File: config.mk
export PLATFORM = sky130hd
export DESIGN_NAME = microcode_sequencer
export DESIGN_NICKNAME = d
export VERILOG_FILES = /design/src/rtl/microcode_sequencer_pkg.sv /design/src/rtl/microcode_sequencer_mux.sv /design/src/rtl/microcode_sequencer.sv
export SDC_FILE = /design/constraint.sdc
export NUM_CORES = 1
export LEC_CHECK = 0
export CAP_MARGIN = 20
export CORE_MARGIN = 4
export CORE_UTILIZATION = 38
export CTS_CLUSTER_DIAMETER = 120
export CTS_CLUSTER_SIZE = 25
export DETAILED_ROUTE_END_ITERATION = 8
export PLACE_DENSITY = 0.63
export SLEW_MARGIN = 20
export SYNTH_ARGS = -nofsm -noshare
export SYNTH_HDL_FRONTEND = slang
export SYNTH_SLANG_ARGS = --single-unit
File: constraint.sdc
create_clock -name clk -period 4.2 [get_ports clk]
set_clock_uncertainty 0.15 [all_clocks]
set_input_delay 0.42 -clock clk [delete_from_list [all_inputs] [get_ports clk]]
set_output_delay 0.42 -clock clk [all_outputs]
set_load 0.02 [all_outputs]
File: src/rtl/microcode_sequencer_pkg.sv
// Shared encodings for the microcode sequencer: branch ops, FSM states, mux selects.
// Latency: n/a (types and constants only).
// Backpressure: n/a.
package microcode_sequencer_pkg;

    typedef enum logic [2:0] {
        BR_NEXT  = 3'd0,
        BR_JUMP  = 3'd1,
        BR_JMP_T = 3'd2,
        BR_JMP_F = 3'd3,
        BR_MAP   = 3'd4,
        BR_CALL  = 3'd5,
        BR_RET   = 3'd6,
        BR_HALT  = 3'd7
    } br_op_e;

    typedef enum logic [1:0] {
        ST_IDLE   = 2'd0,
        ST_RUN    = 2'd1,
        ST_HALTED = 2'd2,
        ST_FAULT  = 2'd3
    } seq_state_e;

    localparam logic [1:0] SEL_INC  = 2'd0;
    localparam logic [1:0] SEL_JUMP = 2'd1;
    localparam logic [1:0] SEL_MAP  = 2'd2;

endpackage

File: src/rtl/microcode_sequencer_mux.sv
// 3-way next micro-address mux: increment, jump target or opcode-mapped entry.
// Latency: purely combinational.
// Backpressure: none; the caller decides whether the output is loaded.
// Ports: sel (SEL_*), inc_addr / jump_addr / map_addr candidates, next_addr result.
module mux1_ControlUnit
    import microcode_sequencer_pkg::*;
#(
    parameter int ADDR_W = 16
) (
    input  logic [1:0]        sel,
    input  logic [ADDR_W-1:0] inc_addr,
    input  logic [ADDR_W-1:0] jump_addr,
    input  logic [ADDR_W-1:0] map_addr,
    output logic [ADDR_W-1:0] next_addr
);

    always_comb begin
        case (sel)
            SEL_JUMP: next_addr = jump_addr;
            SEL_MAP:  next_addr = map_addr;
            default:  next_addr = inc_addr;  // SEL_INC and the unused code 3
        endcase
    end

endmodule

File: src/rtl/microcode_sequencer.sv
// Control address register (CAR) sequencer with branch decode and a small return-address stack.
// Latency: one microinstruction per cycle; CAR updates on the edge after its inputs settle.
// Backpressure: stall freezes CAR, stack and FSM for the cycle; mux_sel still tracks br_op.
// Ports: start/stall control; br_op, cond_sel, status, br_addr, map_addr from the control store
// and IR; car, mux_sel, running/halted/fault and stack depth out.
module microcode_sequencer
    import microcode_sequencer_pkg::*;
#(
    parameter int                 ADDR_W      = 16,
    parameter int                 STACK_DEPTH = 4,
    parameter logic [ADDR_W-1:0]  START_ADDR  = '0
) (
    input  logic                             clk,
    input  logic                             rst_n,
    input  logic                             start,
    input  logic                             stall,
    input  logic [2:0]                       br_op,
    input  logic [1:0]                       cond_sel,
    input  logic [3:0]                       status,
    input  logic [ADDR_W-1:0]                br_addr,
    input  logic [ADDR_W-1:0]                map_addr,
    output logic [ADDR_W-1:0]                car,
    output logic [1:0]                       mux_sel,
    output logic                             running,
    output logic                             halted,
    output logic                             fault,
    output logic [$clog2(STACK_DEPTH):0]     depth
);

    localparam int PTR_W   = $clog2(STACK_DEPTH);
    localparam int DEPTH_W = PTR_W + 1;

    seq_state_e         state_q, state_d;
    logic [ADDR_W-1:0]  car_q, car_d;
    logic [DEPTH_W-1:0] depth_q, depth_d;
    logic [ADDR_W-1:0]  stack_q [STACK_DEPTH];
    logic [ADDR_W-1:0]  stack_d [STACK_DEPTH];

    logic [ADDR_W-1:0]  inc_addr;
    logic [ADDR_W-1:0]  jump_addr;
    logic [ADDR_W-1:0]  next_addr;
    logic [PTR_W-1:0]   top_idx;
    logic               stack_full;
    logic               stack_empty;

    assign inc_addr    = car_q + 1'b1;  // wraps at 2^ADDR_W
    // When full, the low bits of depth are zero and the subtraction wraps to the last slot.
    assign top_idx     = depth_q[PTR_W-1:0] - 1'b1;
    assign stack_full  = (depth_q == DEPTH_W'(STACK_DEPTH));
    assign stack_empty = (depth_q == '0);

    // Branch decode. Only meaningful in RUN; elsewhere the mux is parked on increment.
    always_comb begin
        mux_sel   = SEL_INC;
        jump_addr = br_addr;
        if (state_q == ST_RUN) begin
            case (br_op_e'(br_op))
                BR_JUMP:  mux_sel = SEL_JUMP;
                BR_JMP_T: mux_sel = status[cond_sel]  ? SEL_JUMP : SEL_INC;
                BR_JMP_F: mux_sel = !status[cond_sel] ? SEL_JUMP : SEL_INC;
                BR_MAP:   mux_sel = SEL_MAP;
                BR_CALL:  mux_sel = SEL_JUMP;
                BR_RET: begin
                    mux_sel   = SEL_JUMP;
                    jump_addr = stack_q[top_idx];
                end
                default:  mux_sel = SEL_INC;  // NEXT, HALT
            endcase
        end
    end

    mux1_ControlUnit #(
        .ADDR_W (ADDR_W)
    ) u_next_mux (
        .sel       (mux_sel),
        .inc_addr  (inc_addr),
        .jump_addr (jump_addr),
        .map_addr  (map_addr),
        .next_addr (next_addr)
    );

    // Next-state, CAR and stack update. Stall blocks every change, including leaving IDLE/HALTED.
    always_comb begin
        state_d = state_q;
        car_d   = car_q;
        depth_d = depth_q;
        stack_d = stack_q;
        case (state_q)
            ST_IDLE: begin
                car_d = START_ADDR;
                if (start && !stall) state_d = ST_RUN;
            end
            ST_RUN: begin
                if (!stall) begin
                    case (br_op_e'(br_op))
                        BR_HALT: state_d = ST_HALTED;
                        BR_CALL: begin
                            if (stack_full) begin
                                state_d = ST_FAULT;
                            end else begin
                                stack_d[depth_q[PTR_W-1:0]] = inc_addr;
                                depth_d = depth_q + 1'b1;
                                car_d   = next_addr;
                            end
                        end
                        BR_RET: begin
                            if (stack_empty) begin
                                state_d = ST_FAULT;
                            end else begin
                                depth_d = depth_q - 1'b1;
                                car_d   = next_addr;
                            end
                        end
                        default: car_d = next_addr;
                    endcase
                end
            end
            ST_HALTED: begin
                // Resume at the word after the HALT microinstruction.
                if (start && !stall) begin
                    state_d = ST_RUN;
                    car_d   = inc_addr;
                end
            end
            ST_FAULT: begin
                // Frozen until reset.
            end
            default: begin
                state_d = ST_IDLE;
                car_d   = START_ADDR;
            end
        endcase
    end

    always_ff @(posedge clk or negedge rst_n) begin
        if (!rst_n) begin
            state_q <= ST_IDLE;
            car_q   <= START_ADDR;
            depth_q <= '0;
            for (int i = 0; i < STACK_DEPTH; i++) begin
                stack_q[i] <= '0;
            end
        end else begin
            state_q <= state_d;
            car_q   <= car_d;
            depth_q <= depth_d;
            stack_q <= stack_d;
        end
    end

    assign car     = car_q;
    assign depth   = depth_q;
    assign running = (state_q == ST_RUN);
    assign halted  = (state_q == ST_HALTED);
    assign fault   = (state_q == ST_FAULT);

endmodule

==> results.md <==
- Register area: 2130 um^2
- Clk slew on worst S/H paths: 0.07 ns
- R2R cell count: 11
- Initial antenna violation count: 0
- Core ar.: 12,800 um^2
- H-tree depth: 3
- Drt wl/cell: 18.8 um
- DRC: 0
- Hold Crit Class: input pin to async pin
- Proportion of layout cells with a drive suffix above 1: 10.8%
- Core Util, Final: 48.0%
- Max Fclk: 294 MHz
- Fin. max-slew vios: 0
- Fill cells: 1,205
- CTS tree: yes
- Setup crit start: cond_sel[0]
- WHS: -0.00452 ns
- Chip Height: 123 um
- CTS Buffer Depth: 2
- Ports: 69
- Number of diodes: 0
- Vias post-DR: 4,357
- GRT Overall Usage: 19.8%
- CTS resizes: 0
- YS warnings: 0
- Vias in the first global route: 4,330
- Final worst-path cycle share: 80.9%
- Worst flop-to-flop path startpoint: state_q[1]$_DFFE_PN0P_
- Peak per-stage delay on the critical path: 0.49 ns
- Post-Syn Instances: 528
- Fin nets: 644
- Number of synthesized flops with an enable pin: 0
- RSZ-0062 raised after global routing: false
- Post-route minimum period: 3.40 ns
- Worst vdd ir: 0.233 mV
- Multi-input gate area: 2650 um^2
- Worst Tran Pin Value: 0.788 ns
- Router iterations before antenna repair: 6
- Status: finished with violations
- Yosys reg bits: 85
- Setup TNS Final: 0 ns
- Placer Congestion: 0.923
- Clock Tree Root: clkbuf_16
- Syn avg cell area: 9.48 um^2
- Die Wd: 123 um
- Register area share after synthesis: 42.5%
- Final setup vio count: 0
- Die area: 15,100 um^2
- GR Layer Usage met2: 31.7%
- I/O Buffers: 68
- Critical Path AT: 3.48 ns
- Fin. Hold Viols: 2
- Initial core utilization: 39.2%
- Net count of the mapped netlist: 585
- Failing checks: hold timing
- WL final: 14,400 um
- DRT iter0 DRCs: 612
- Critical Path End Type: flop
- DR vias/cell: 5.70
- Met1 Track Usage GR: 26.6%
- Largest net degree at the start of global routing: 59
- Gr busiest metal: met2
- First-pass GRT wire length: 23,100 um
- Met3 usage: 3.09%
- Setup bufs post-CTS: 0
- Crit-path max FO: 11
- MaxCap Viol Count: 0
- Critical path cell sequence: clkdlybuf4s50_1, mux4_2, o21ai_0, xor2_1, nand2b_1, ha_1, nand3b_1, nor2_1, a222oi_1, nand3_1, a32o_1
- Synth async-reset ratio: 100%
- TritonCTS Buffers: 9
- Crit-path slowest cell: ha_1
- Clk_lat worst skew: 0.34 ns
- CP Depth: 11
- Total clock sinks: 85
- Syn-to-layout area delta: 22.5%
- Remaining global-route overflow: 0
- Synth Cell Area: 5010 um^2
- Final antenna-violating net count: 0
- HPWL after DPL: 10,400 um
- Max_slew headroom: 47.1%
- Delay-heaviest family, CP: compound AO/OA/AOI/OAI gates
- Cell Rows: 41
- Post-CTS Hold Fix Bufs: 0
- Pleak: 0.00250 uW
- Top FF cell, synth: dfrtp_1
- Critical path class: input pin to flop
- Power Density: 586 nW/um^2
- Critical Path RT: 4.28 ns
- Crit start category: input pin
- Post-synth cell types: 64
- Buffers and inverters on the worst path: 1
==> layer usage <==
layer | up-vias | wire (um) | share of wire (%)
li1 | 2024 | - | -
met1 | 2111 | 6120 | 43
met2 | 194 | 6840 | 48
met3 | 28 | 1050 | 7.3
met4 | 0 | 352 | 2.5
met5 | - | 0 | 0
==> stage by stage <==
step	cells	power [uW]	hold WS [ns]	area, um^2	setup slack [ns]
after global routing	764	3810	0.0556	6130	0.593
after global placement	748	2760	0.307	5830	0.507
final	764	3600	-0.00452	6130	0.804
after detailed placement	748	2790	0.319	5830	0.483
after CTS	764	3600	0.0230	6130	0.836
after floorplan	528	2230	-0.0256	5010	1.06
==> final cells by class <==
| cell class | count | area share [%] |
|---|---|---|
| Clock buffer | 9 | 3.67 |
| Clock inverter | 7 | 1.22 |
| Inverter | 12 | 0.734 |
| Multi-Input combinational cell | 395 | 43.2 |
| Sequential cell | 85 | 34.7 |
| Tap cell | 172 | 3.51 |
| Timing Repair Buffer | 84 | 13.0 |
==> Yosys cell counts, types with 3 or more instances <==
master / count / share of area [%]
a21oi_1: 44 / 4.4
clkbuf_1: 17 / 1.3
nand2b_1: 3 / 0.37
mux2i_1: 10 / 2.0
inv_1: 11 / 0.82
o21ai_0: 59 / 5.9
nand3_1: 14 / 1.4
buf_6: 3 / 0.67
ha_1: 11 / 2.7
nor3_1: 6 / 0.60
nand2_1: 90 / 6.7
mux2_2: 6 / 1.3
xnor2_1: 15 / 2.6
buf_2: 11 / 1.1
a311oi_1: 3 / 0.52
a21o_1: 3 / 0.45
mux4_2: 17 / 7.6
nor2_1: 32 / 2.4
a211oi_1: 6 / 0.90
dfrtp_1: 85 / 42
a32oi_1: 3 / 0.52
nand4b_1: 3 / 0.52
a211o_1: 3 / 0.52
nand4_1: 4 / 0.50
o31ai_1: 4 / 0.60
nor4_1: 4 / 0.50
o211ai_1: 5 / 0.75
xor2_1: 6 / 1.0
==> placed cells by master, fill, tap and decap left out, types with 3 or more instances in the layout <==
cell             instances
clkbuf_16                9
a211o_1                  3
o21ai_0                 59
inv_8                    3
clkdlybuf4s50_1         67
o31ai_1                  4
nor2_1                  32
nand3_1                 14
nor3_1                   6
mux2i_1                 10
nand4_1                  4
nand2b_1                 3
buf_4                   17
mux4_2                  17
xnor2_1                 15
inv_1                   11
mux2_2                   6
dfrtp_1                 85
nand4b_1                 3
xor2_1                   6
ha_1                    11
nand2_1                 90
a211oi_1                 6
nor4_1                   4
o211ai_1                 5
a21o_1                   3
a32oi_1                  3
a311oi_1                 3
a21oi_1                 44
==> cell families after synthesis <==
group	Yosys count	share of synthesized area [%]
flops	85	42.5
compound gates	155	18.8
simple gates	174	16.1
fa+ha+maj	12	3.15
xor+xnor	21	3.67
mux	33	11.0
buf+inv	48	4.75
==> registers in the layout, indices dropped and copies added (netlist names) <==
signal / cells
stack_q: 64
state_q: 2
depth: 3
car: 16
==> where the power goes <==
part,internal (uW),switching [uW]
logic,677,955
registers,1010,152
clock network,422,381
==> path summary, 6_finish.rpt <==
kind	endpoint	slack [ns]
setup / recovery	car[1]$_DFFE_PN0P_	0.80
hold / removal	state_q[0]$_DFFE_PN0P_	-0.005
setup reg to reg	car[1]$_DFFE_PN0P_	1.18
hold reg to reg	stack_q[16]$_DFFE_PN0P_	0.33
max in group asynchronous	stack_q[28]$_DFFE_PN0P_	3.02
min in group clk	stack_q[16]$_DFFE_PN0P_	0.33
Power figures use the tool's default switching activity.
